[config.mk]
export PLATFORM = sky130hd
export DESIGN_NAME = modulo_transferidor_rolhas
export DESIGN_NICKNAME = d
export VERILOG_FILES = /design/src/rtl/modulo_transferidor_rolhas.sv
export SDC_FILE = /design/constraint.sdc
export NUM_CORES = 1
export LEC_CHECK = 0
export CORE_UTILIZATION = 47
export DETAILED_ROUTE_END_ITERATION = 16
export PLACE_DENSITY = 0.78
export SLEW_MARGIN = 25
export SYNTH_ARGS = -nofsm -noshare
export SYNTH_HDL_FRONTEND = slang
export SYNTH_SLANG_ARGS = --single-unit
[constraint.sdc]
create_clock -name clk -period 2.85 [get_ports clk]
set_input_delay 0.7125 -clock clk [delete_from_list [all_inputs] [get_ports clk]]
set_output_delay 0.7125 -clock clk [all_outputs]
set_load 0.02 [all_outputs]
[src/rtl/modulo_transferidor_rolhas.sv]
// Secondary cork buffer reader: moves one batch of corks into the principal
// buffer, one per clock, and tracks the principal level consumed by the sealer.
module modulo_transferidor_rolhas #(
   parameter int BATCH   = 20,
   parameter int SEC_W   = 7,
   parameter int PRI_W   = 5,
   parameter int MIN_LVL = 5,
   parameter int AUTO    = 0
) (
   input  logic             clk,
   input  logic             rst,
   input  logic             enable,
   input  logic             req,
   input  logic [SEC_W-1:0] sec_count,
   input  logic             seal,
   output logic             sec_dec,
   output logic [PRI_W-1:0] pri_count,
   output logic             busy,
   output logic             done,
   output logic             nak,
   output logic             abort,
   output logic             ro,
   output logic             low,
   output logic [1:0]       state
);

   localparam logic [1:0] S_IDLE  = 2'b00;
   localparam logic [1:0] S_CHECK = 2'b01;
   localparam logic [1:0] S_XFER  = 2'b10;
   localparam logic [1:0] S_DONE  = 2'b11;

   localparam int REM_W = $clog2(BATCH + 1);
   localparam int PRI_MAX = (1 << PRI_W) - 1;

   localparam logic [SEC_W-1:0] BATCH_SEC = SEC_W'(BATCH);
   localparam logic [PRI_W-1:0] PRI_ROOM  = PRI_W'(PRI_MAX - BATCH);
   localparam logic [PRI_W-1:0] LOW_LVL   = PRI_W'(MIN_LVL);
   localparam logic [REM_W-1:0] BATCH_REM = REM_W'(BATCH);
   localparam logic [REM_W-1:0] REM_ONE   = REM_W'(1);

   logic [REM_W-1:0] remaining;
   logic             accept;
   logic             xfer_go;
   logic             start;

   assign ro   = (pri_count == '0);
   assign low  = (pri_count < LOW_LVL);
   assign busy = (state == S_CHECK) || (state == S_XFER);

   // The room check bounds pri_count at PRI_MAX, so the +1 below never wraps.
   assign accept  = (sec_count >= BATCH_SEC) && (pri_count <= PRI_ROOM);
   assign xfer_go = (state == S_XFER) && enable && !seal;
   assign start   = enable && (req || ((AUTO != 0) && low));

   always_ff @(posedge clk) begin
      if (rst) begin
         state     <= S_IDLE;
         pri_count <= '0;
         remaining <= '0;
         sec_dec   <= 1'b0;
         done      <= 1'b0;
         nak       <= 1'b0;
         abort     <= 1'b0;
      end else begin
         sec_dec <= 1'b0;
         done    <= 1'b0;
         nak     <= 1'b0;
         abort   <= 1'b0;

         // A seal pauses the transfer, so increment and decrement never coincide.
         if (xfer_go)
            pri_count <= pri_count + 1'b1;
         else if (seal && (pri_count != '0))
            pri_count <= pri_count - 1'b1;

         case (state)
            S_IDLE: begin
               if (start)
                  state <= S_CHECK;
            end
            S_CHECK: begin
               if (!enable) begin
                  abort     <= 1'b1;
                  remaining <= '0;
                  state     <= S_IDLE;
               end else if (accept) begin
                  remaining <= BATCH_REM;
                  state     <= S_XFER;
               end else begin
                  nak   <= 1'b1;
                  state <= S_IDLE;
               end
            end
            S_XFER: begin
               if (!enable) begin
                  abort     <= 1'b1;
                  remaining <= '0;
                  state     <= S_IDLE;
               end else if (!seal) begin
                  sec_dec   <= 1'b1;
                  remaining <= remaining - 1'b1;
                  if (remaining == REM_ONE)
                     state <= S_DONE;
               end
            end
            default: begin
               done  <= 1'b1;
               state <= S_IDLE;
            end
         endcase
      end
   end

endmodule

### Word level (Yosys, flattened, before mapping)

Index checks and enable logic that the tools add are counted.

* $lt $le $gt $ge: 3
* $add $sub $neg: 3
* muxes and demuxes: 18
* bitwise gates (word level): 4
* equal/unequal tests: 7
* reductions and logical operators: 19

Operators with widths (count)
* $mux 5: 6
* $mux 2: 6
* $pmux 5 s2: 1
* $sub 5x1->5 const B: 2
* $reduce_or 3->1: 3
* $ge 7x5->1 const B: 1
* $ne 3x3->1 const B: 2
* $pmux 2 s3: 1
* $reduce_and 3->1: 2
* $add 5x1->5 const B: 1
* $eq 5x1->1 const B: 1
* $le 5x4->1 const B: 1
* $logic_and 1x1->1: 5
* $logic_not 5->1: 1
* $lt 5x3->1 const B: 1
* $reduce_bool 5->1: 1
* $mux 1: 4
* $not 1->1: 4
* $reduce_bool 2->1: 2
* $reduce_or 2->1: 2
* $ne 3x2->1 const B: 1
* $eq 2x1->1 const B: 1
* $eq 2x2->1 const B: 1
* $logic_not 2->1: 1
* 3 further kinds: 3

* word-level logic and storage cells: 61
* bits of input ports: 12
* output and inout bits: 14
* bits in registers: 16

### Logic depth before layout (Yosys ltp)

Gate-level depths: netlist of run 1.

* depth after elaboration: 5
* mapped depth: 10

### Least setup slack after synthesis of run 1

No wires, ideal clock.

* path kind: register -> register
* start: register state[1]
* end: register pri_count[4]
* slack: 0.205 ns
* cell stages (with the launch flop): 10
* library setup time: 0.123 ns
* arrival: 2.521 ns
* period minus slack after synthesis: 2.645 ns
* cell sequence: dfxtp_1 -> ha_1 -> buf_2 -> nand2_1 -> or2_2 -> fa_1 -> a21o_1 -> a21oi_1 -> mux2i_1 -> mux2_1

* word-level cells in the longest chain between the ends: 4

Ends and longest elaborated chain
* start, declared: line 24 `output logic [1:0] state`
* start signal, assigned: line 57 `state <= S_IDLE;`
* start signal, assigned: line 79 `state <= S_CHECK;`
* start signal, assigned: line 85 `state <= S_IDLE;`
* $eq 2x2->1 *: line 52 `assign xfer_go = (state == S_XFER) && enable && !seal;`
* $logic_and 1x1->1 * (2 in series): line 52
* $mux 5 / $reduce_bool 2->1 (equally long branches)
* end signal, assigned: line 72 `pri_count <= pri_count + 1'b1;`
* end signal, assigned: line 74 `pri_count <= pri_count - 1'b1;`
* end, declared: line 17 `output logic [PRI_W-1:0] pri_count,`

Mark *: on every way between the ends. The rest lies on a longest branch, timed or not.
A chain may end at the register's enable or synchronous reset.

### Worst setup path in the final report of run 1

* start: input enable
* end: register pri_count[4]

* word-level cells in the longest chain between the ends: 3

Ends and longest elaborated chain
* start, declared: line 12 `input logic enable,`
* $logic_and 1x1->1 * (2 in series): line 52
* $mux 5 / $reduce_bool 2->1 (equally long branches)

Marked as above.

==> results.ini, run 1 <==
[yosys]
ys_ff_latch=16
yosys_warnings=0
yosysSeqAreaShare_pct=32.49
ys.flop_type=dfxtp_1
synth-edff-count=0
avgSynthCellArea_um2=8.573
synth.most_common_cell=dfxtp_1
synth_top_cell_area_share_pct=32.49
synthesis.area_um2=985.9
async_flop_share_pct=0
synth.net_count=137
synth_cell_type_count=35
synth_common_cells=dfxtp_1 (16), nor2_1 (13), ha_1 (9), o21ai_0 (9), a21oi_1 (8)
yosys.area.top_type=dfxtp_1
synthCells=115
synth_area_leaders=dfxtp_1 (32%), ha_1 (11%), nor2_1 (4.9%)

[clock_tree]
clockBufferDepth=2
clk_latency_ps=290
cts_tree=done
clock-root-buffer=clkbuf_4
h-tree-depth=1
postCtsSetupRepairBufs=0
cts_buffers=3
numClockSinks=16
ctsHoldBuffers=0
cts.clk_slew.worst_paths_ps=110
cts_resized=0

[final_layout]
utilization_pct=67.60
multi_input_area_um2=626.9
diodes=0
drive_above_1_share_pct=10.96
fillers=183
area_growth_pct=34.52
fin_nets=169
regArea_um2=320.3
final_cells=173

[floorplanning]
start_util_pct=50.26
die_x_um=47.80
fp.dieH_um=47.80
coreArea_um2=1962
io_pins=26
die_area_um2=2285
rows=16

[sta]
slew_headroom_pct=61.05
hold_viol_final=0
finalWorstSetupSlack_ps=142.7
setup_violations=0
grt_setup_unrepaired=no
timing.fmax_ghz=0.3694
finalCriticalPeriod_ps=2707
setup_tns_ps=0
finalCritPeriodShare_pct=94.99
worst_pin_slew_ps=582.5
drv_slew=0
fin_worst_skew_ps=15.60

[detailed_routing]
dr_wl_met2_mm=1.066
vias=930
wl_mm=2.171
postRouteAntennaNets=0
wl_met3_um=67
firstDrtPassIters=4
met1_length_mm=1.024
viasPerCell=5.376
routed.top_layer=met4
drt_iter0_drc=13
avgRoutedWirePerCell_um=12.55
drc=0

[hold_path]
min_path_cells=2
hp-class=reg -> reg
worst_hold_path.endpoint=remaining[1]
hold_start=remaining[1]

[power_and_ir_drop]
pwr-share-comb_pct=50.2
cellPowerDensity_nw_per_um2=706.3
swShare_pct=38.26
seqPwrFrac_pct=33.5
p_leak_nw=0.5348
clkPwrFrac_pct=16.3
p_int_uw=578.3
peakVddDrop_mv=0.4644
power_switching_uw=358.5

[critical_path]
reg2reg_slack_ps=440
reg2regPathDepth=9
cp_max_fo=4
timing.rr.end=pri_count[4]
worstSetupPathType=in -> reg
worst_ep_required_time_ps=3040
cp.arrival_ps=2900
cp-end-kind=register
reg2reg_from=state[0]
start_kind=primary input

[global_route]
antenna_found_initial=0
grt_pass1_vias=793
overflow=0
grt_pass1_wl_mm=3.422
grt_max_degree=19
grt_use_total_pct=21.49

[place]
place_ws_ps=-144.3
place.port_buffers=23
dp_cells=169
place.gp.congestion=0.7401
place_hpwl_mm=1.652

[status]
status=completed

[flow_run]
maxCapViolations=0

==> worst max-delay path, cell delays in order <==
cell             delay [ps]
clkdlybuf4s50_1         480
nand2_1                  70
or2_2                   320
fa_1                    400
a21o_1                  170
a21oi_1                 190
mux2i_1                 220
mux2_1                  330
==> power by group through the flow <==
stage               Combinational [mW]  Sequential [mW]  Clock, mW
floorplan                        0.257            0.344          0
global placement                 0.455            0.318          0
detailed placement               0.465            0.320          0
CTS                              0.474            0.314      0.155
global route                     0.514            0.323      0.168
finish                           0.470            0.314      0.153
==> worst max-delay path by stage <==
stage	start	endpoint	slack [ps]
final	enable	pri_count[4]	140
after global routing	enable	pri_count[4]	50
after CTS	enable	pri_count[4]	140
after detailed placement	enable	pri_count[4]	-140
after global placement	enable	pri_count[4]	-110
after floorplan	state[1]	pri_count[4]	210
==> per-stage QoR <==
stage	hold WS (ps)	area (um^2)	total power, mW
global route	531.5	1326	1.005
global placement	478.3	1290	0.7731
detailed placement	494.0	1290	0.7849
CTS	507.6	1326	0.9436
floorplan	459.1	985.9	0.6014
finish	503.2	1326	0.9368
==> layer usage <==
metal / vias to the layer above / GRT usage, %
met1: 428 / 26.86
li1: 480 / -
met4: 0 / 9.444
met5: - / 0
met2: 20 / 35.41
met3: 2 / 4.528
==> final cells by class <==
cell class,count,share of cell area (%)
clock buffer,4,2.736
inverter,5,1.415
multi-input combinational,90,47.26
sequential,16,24.15
tap,27,2.547
timing repair buffer,31,21.89
==> sequential cells by signal (all words and copies together), names as in the netlist <==
register and count:
abort 1, done 1, nak 1, pri_count 5
remaining 5, sec_dec 1, state 2
==> layout by cell type (no fill, tap or decap), types with 4 or more instances in the layout <==
cell             synthesis  layout
nand2_1                  5       5
buf_4                    1       8
nor2_1                  13      13
o21ai_0                  9       9
inv_1                    5       5
a31oi_1                  5       5
ha_1                     9       9
dfxtp_1                 16      16
a21oi_1                  8       8
or4_1                    4       4
clkdlybuf4s50_1          0      23
==> kinds of logic after synthesis <==
kind of cell / Yosys count / synth area share [%]
AOI/OAI and AO/OA: 34 / 22.33
xor gates and xnor gates: 3 / 2.665
adders and majority gates: 10 / 13.45
buffers and inverters: 9 / 3.934
DFF: 16 / 32.49
muxes: 4 / 4.188
and+or+nand+nor: 39 / 20.94
Power figures use the tool's default switching activity.
==> run 2, diff against run 1 <==
HOLD_SLACK_MARGIN = 0.12   (was not set)
MAX_ROUTING_LAYER = met4   (was not set)
==> results.ini, run 2 (same netlist as run 1, synthesis figures left out) <==
[status]
status=completed

[clock_tree]
postCtsSetupRepairBufs=0  ; unchanged
cts_buffers=3  ; unchanged
cts_resized=0  ; unchanged
clockBufferDepth=2  ; unchanged
cts_tree=done
clock-root-buffer=clkbuf_4
h-tree-depth=1  ; unchanged
ctsHoldBuffers=0  ; unchanged
numClockSinks=16  ; unchanged
cts.clk_slew.worst_paths_ps=110  ; about the same
clk_latency_ps=290  ; about the same

[sta]
hold_viol_final=0  ; unchanged
finalCritPeriodShare_pct=94.88  ; -0.11 points
finalCriticalPeriod_ps=2704  ; -3.116 ps
drv_slew=0  ; unchanged
grt_setup_unrepaired=no
slew_headroom_pct=61.05  ; about the same
setup_violations=0  ; unchanged
worst_pin_slew_ps=582.4  ; -0.1138 ps
timing.fmax_ghz=0.3698  ; +0.12%
timing.hold.ws_ps=503.0  ; -0.1830 ps
fin_worst_skew_ps=16.23  ; +0.6350 ps

[place]
place_hpwl_mm=1.652  ; unchanged
place.gp.congestion=0.7493  ; +1.2%
place.port_buffers=23  ; unchanged

[floorplanning]
coreArea_um2=1962  ; unchanged
die_x_um=47.80  ; unchanged
fp.dieH_um=47.80  ; unchanged
io_pins=26  ; unchanged
start_util_pct=50.26  ; unchanged
die_area_um2=2285  ; unchanged
rows=16  ; unchanged

[final_layout]
drive_above_1_share_pct=10.96  ; unchanged
regArea_um2=320.3  ; unchanged
final_cell_mix=clkdlybuf4s50_1 (23), dfxtp_1 (16), nor2_1 (13)
fillers=183  ; unchanged
area_growth_pct=34.52  ; unchanged
final_common_cell=clkdlybuf4s50_1
multi_input_area_um2=626.9  ; unchanged
fin_nets=169  ; unchanged
diodes=0  ; unchanged
top_regs=pri_count x5, remaining x5, state x2

[critical_path]
cp_max_fo=4  ; unchanged
cp-end-kind=register
worst_ep_required_time_ps=3040  ; about the same
worstSetupPathType=in -> reg
start_kind=primary input
cp.arrival_ps=2900  ; about the same

[global_route]
grt_pass1_vias=792  ; -0.13%
grt_use_total_pct=22.18  ; +0.68 points
grt_max_degree=19  ; unchanged
grt_pass1_wl_mm=3.422  ; unchanged
overflow=0  ; unchanged
antenna_found_initial=0  ; unchanged

[detailed_routing]
avgRoutedWirePerCell_um=12.57  ; +0.18%
postRouteAntennaNets=0  ; unchanged
viasPerCell=5.416  ; +0.75%
drc=0  ; unchanged
wl_mm=2.175  ; +0.18%
vias=937  ; +0.75%
firstDrtPassIters=4  ; unchanged
drt_iter0_drc=13  ; unchanged

[power_and_ir_drop]
cellPowerDensity_nw_per_um2=707.2  ; +0.12%
p_leak_nw=0.5348  ; unchanged
peakVddDrop_mv=0.4647  ; about the same
power_uw=937.9  ; +0.12%

[hold_path]
hp-class=reg -> reg

[flow_run]
maxCapViolations=0  ; unchanged

-- run 2: cell counts in the layout (fill, tap and decap cells not counted) --
No cell type changed its count.
-- run 2: area by class of cell --
type / count / area share, %
tap: 27 / 2.547
sequential: 16 / 24.15
multi-input combinational: 90 / 47.26
timing repair buffer: 31 / 21.89
inverter: 5 / 1.415
clock buffer: 4 / 2.736
-- run 2: worst paths after layout --
| kind | start | end | slack (ps) | depth (start not counted) |
|---|---|---|---|---|
| setup / recovery | enable | pri_count[4] | 150 | 8 |
| hold / removal | remaining[1] | remaining[1] | 500 | 2 |
| setup reg to reg | state[0] | pri_count[4] | 440 | 9 |
| hold reg to reg | remaining[1] | remaining[1] | 500 | 2 |
-- run 2: where the power goes --
group | switching, mW | internal, mW
clock | 0.0753 | 0.0777
sequential | 0.0534 | 0.260
combinational | 0.231 | 0.240
-- run 2: critical path, stage by stage --
cell	delay (ps)
clkdlybuf4s50_1	480
nand2_1	70
or2_2	320
fa_1	400
a21o_1	170
a21oi_1	190
mux2i_1	220
mux2_1	330
-- run 2: metal layers --
| layer | GRT usage, % | routed length (um) | vias to the layer above |
|---|---|---|---|
| met4 | 9.444 | 14 | 0 |
| met1 | 26.86 | 1015 | 427 |
| met5 | - | 0 | - |
| li1 | - | - | 481 |
| met3 | 4.528 | 84 | 2 |
| met2 | 35.41 | 1060 | 27 |
-- run 2: stage by stage --
step                      util (%)  instances  TNS [ps]  area, um^2  worst slack [ps]
final                        67.60        173         0        1326             145.8
after global routing         67.60        173         0        1326             53.94
after CTS                    67.60        173         0        1326             139.9
after detailed placement     65.75        169    -144.3        1290            -144.3
after global placement       65.75        169    -114.4        1290            -114.4
after floorplan                  -        115         0       985.9             205.1
==> run 3, diff against run 2 <==
ABC_AREA = 1   (was not set)
==> results.ini, run 3 <==
[sta]
timing.fmax_ghz=0.4146  ; +12%
hold_viol_final=0  ; unchanged
fin_worst_skew_ps=1.188  ; -15.04 ps
worst_pin_slew_ps=260.7  ; -321.7 ps
drv_slew=0  ; unchanged
setup_violations=0  ; unchanged
finalCriticalPeriod_ps=2412  ; -292.4 ps
slew_headroom_pct=82.58  ; +22 points
grt_setup_unrepaired=no
setup_tns_ps=0  ; unchanged
finalCritPeriodShare_pct=84.62  ; -10 points

[power_and_ir_drop]
power_switching_uw=414.8  ; +15%
p_int_uw=549.1  ; -5.0%
pwr-share-comb_pct=54.8  ; +4.6 points
seqPwrFrac_pct=33.1  ; -0.4 points
cellPowerDensity_nw_per_um2=750.9  ; +6.2%
peakVddDrop_mv=0.7298  ; +57%
power_uw=964.0  ; +2.8%
clkPwrFrac_pct=12.0  ; -4.3 points
p_leak_nw=0.5789  ; +8.3%
swShare_pct=43.04  ; +4.7 points

[final_layout]
design_area_um2=1284  ; -3.2%
final_common_cell=nand2_1
utilization_pct=65.43  ; -2.2 points
top_regs=pri_count x5, remaining x5, state x2
drive_above_1_share_pct=8.140  ; -2.8 points
diodes=0  ; unchanged
final_cell_mix=nand2_1 (30), nor2_1 (25), clkdlybuf4s50_1 (23)
area_growth_pct=30.20
fillers=181  ; -1.1%
final_cells=199  ; +15%
fin_nets=196  ; +16%

[yosys]
avgSynthCellArea_um2=6.800  ; -21%
synth_top_cell_area_share_pct=32.49  ; unchanged
ys.flop_type=dfxtp_1
yosys.area.top_type=dfxtp_1
synth_cell_type_count=22  ; -37%
ys_ff_latch=16  ; unchanged
yosysSeqAreaShare_pct=32.49  ; unchanged
yosys_warnings=0  ; unchanged
async_flop_share_pct=0  ; unchanged
synth.net_count=167  ; +22%
synth-edff-count=0  ; unchanged
synth_common_cells=nand2_1 (30), nor2_1 (25), inv_1 (18), dfxtp_1 (16), nand3_1 (12)
synth_area_leaders=dfxtp_1 (32%), ha_1 (11%), nand2_1 (11%)
synth.most_common_cell=nand2_1
synthCells=145  ; +26%
synthesis.area_um2=985.9  ; unchanged

[detailed_routing]
vias=973  ; +3.8%
viasPerCell=4.889  ; -9.7%
firstDrtPassIters=4  ; unchanged
postRouteAntennaNets=0  ; unchanged
wl_mm=2.067  ; -5.0%
avgRoutedWirePerCell_um=10.39  ; -17%
drc=0  ; unchanged
drt_iter0_drc=9  ; -4

[global_route]
grt_pass1_wl_mm=3.194  ; -6.7%
grt_use_met2_pct=31.89  ; -3.5 points
grt_pass1_vias=819  ; +3.4%
grt_use_total_pct=20.80  ; -1.4 points
overflow=0  ; unchanged
use_met3_pct=3.396  ; -1.1 points
grt_util_met1_pct=27.13  ; +0.26 points
busiest_layer=met2
grt_max_degree=11  ; -8
antenna_found_initial=0  ; unchanged

[clock_tree]
numClockSinks=16  ; unchanged
postCtsSetupRepairBufs=0  ; unchanged
cts.clk_slew.worst_paths_ps=90  ; -20 ps
clk_latency_ps=280  ; about the same
h-tree-depth=1  ; unchanged
cts_buffers=3  ; unchanged
cts_tree=done
clock-root-buffer=clkbuf_4
cts_resized=0  ; unchanged
clockBufferDepth=2  ; unchanged
ctsHoldBuffers=0  ; unchanged

[floorplanning]
coreArea_um2=1962  ; unchanged
start_util_pct=50.26  ; unchanged
die_x_um=47.80  ; unchanged
io_pins=26  ; unchanged
fp.dieH_um=47.80  ; unchanged
die_area_um2=2285  ; unchanged
rows=16  ; unchanged

[hold_path]
hold_start=remaining[2]
hp-class=reg -> reg
min_path_cells=2  ; unchanged
worst_hold_path.endpoint=remaining[2]

[critical_path]
slowest_delay_ps=500  ; +20 ps
worstSetupPathType=in -> reg
reg2reg_slack_ps=610  ; +170 ps
cp.arrival_ps=2590  ; -310 ps
start_kind=primary input
cp_top_family=buffers and inverters
cp_num_buf_inv=2  ; +1
reg2reg_from=state[0]
slowest_stage=clkdlybuf4s50_1
worst_ep_required_time_ps=3030  ; about the same
crit_path_cell_trace=clkdlybuf4s50_1 -> nand2_1 -> nor2_1 -> inv_1 -> fa_1 -> a21oi_1 -> nor2_1 -> nor2_1 -> nand2_1 -> a21oi_1 -> nor2_1
cp_max_fo=7  ; +3
reg2regPathDepth=12  ; +3
timing.rr.end=pri_count[4]
cp-end-kind=register
crit_top_cell=nor2_1

[status]
status=completed

[place]
dpl_cell_area_um2=1261  ; -2.2%
place_hpwl_mm=1.620  ; -1.9%
place.gp.congestion=0.8311  ; +11%
dp_cells=196  ; +16%
place.port_buffers=23  ; unchanged

[flow_run]
maxCapViolations=0  ; unchanged

[run 3: layout make-up]
cell class / count / area, um^2 / area share (%)
clock buffer: 3 / 22.52 / 1.754
sequential: 16 / 320.3 / 24.95
multi-input combinational: 107 / 583.1 / 45.42
inverter: 21 / 78.83 / 6.140
tap: 27 / 33.78 / 2.632
timing repair buffer: 25 / 245.2 / 19.10
[run 3: power groups by stage]
stage                     logic [mW]  registers, mW  clock network, mW
after floorplan                0.316          0.350                  0
after global placement         0.517          0.321                  0
after detailed placement       0.528          0.322                  0
after CTS                      0.531          0.318              0.119
after global routing           0.589          0.325              0.126
final                          0.529          0.319              0.116
[run 3: worst max-delay path by stage]
stage	cells after the start	startpoint	endpoint	slack (ps)
floorplan	11	state[1]	pri_count[4]	770
global placement	11	enable	pri_count[4]	210
detailed placement	11	enable	pri_count[4]	150
CTS	11	enable	pri_count[4]	440
global route	11	enable	pri_count[4]	280
finish	11	enable	pri_count[4]	440
[run 3: worst min-delay path: cells and delay by family, from the launching register on]
| kind | cells | cell delay, ps |
|---|---|---|
| AOI/OAI and AO/OA | 1 | 50 |
| DFF | 1 | 350 |
| and+or+nand+nor | 1 | 70 |
[run 3: routing by layer]
layer  wire length, um  vias to the layer above
met3                61                        5
met4                34                        0
met5                 0                        -
li1                  -                      514
met1              1066                      435
met2               906                       19
[run 3: per-stage QoR]
| stage | hold slack, ps | setup WS, ps |
|---|---|---|
| final | 523.5 | 438.3 |
| after global routing | 544.2 | 282.2 |
| after CTS | 527.1 | 441.4 |
| after detailed placement | 513.4 | 153.1 |
| after global placement | 488.5 | 210.3 |
| after floorplan | 469.9 | 768.4 |
[run 3: kinds of logic (layout without fill, tap and decap cells)]
kind of cell             count (synthesis)  in the layout  synth area share (%)
AO/OA/AOI/OAI                           23             23                 13.33
XOR/XNOR                                 2              2                 1.777
buffers and inverters                   22             49                 8.375
flip-flops                              16             16                 32.49
AND/OR/NAND/NOR                         72             72                 30.58
adder cells (fa/ha/maj)                 10             10                 13.45
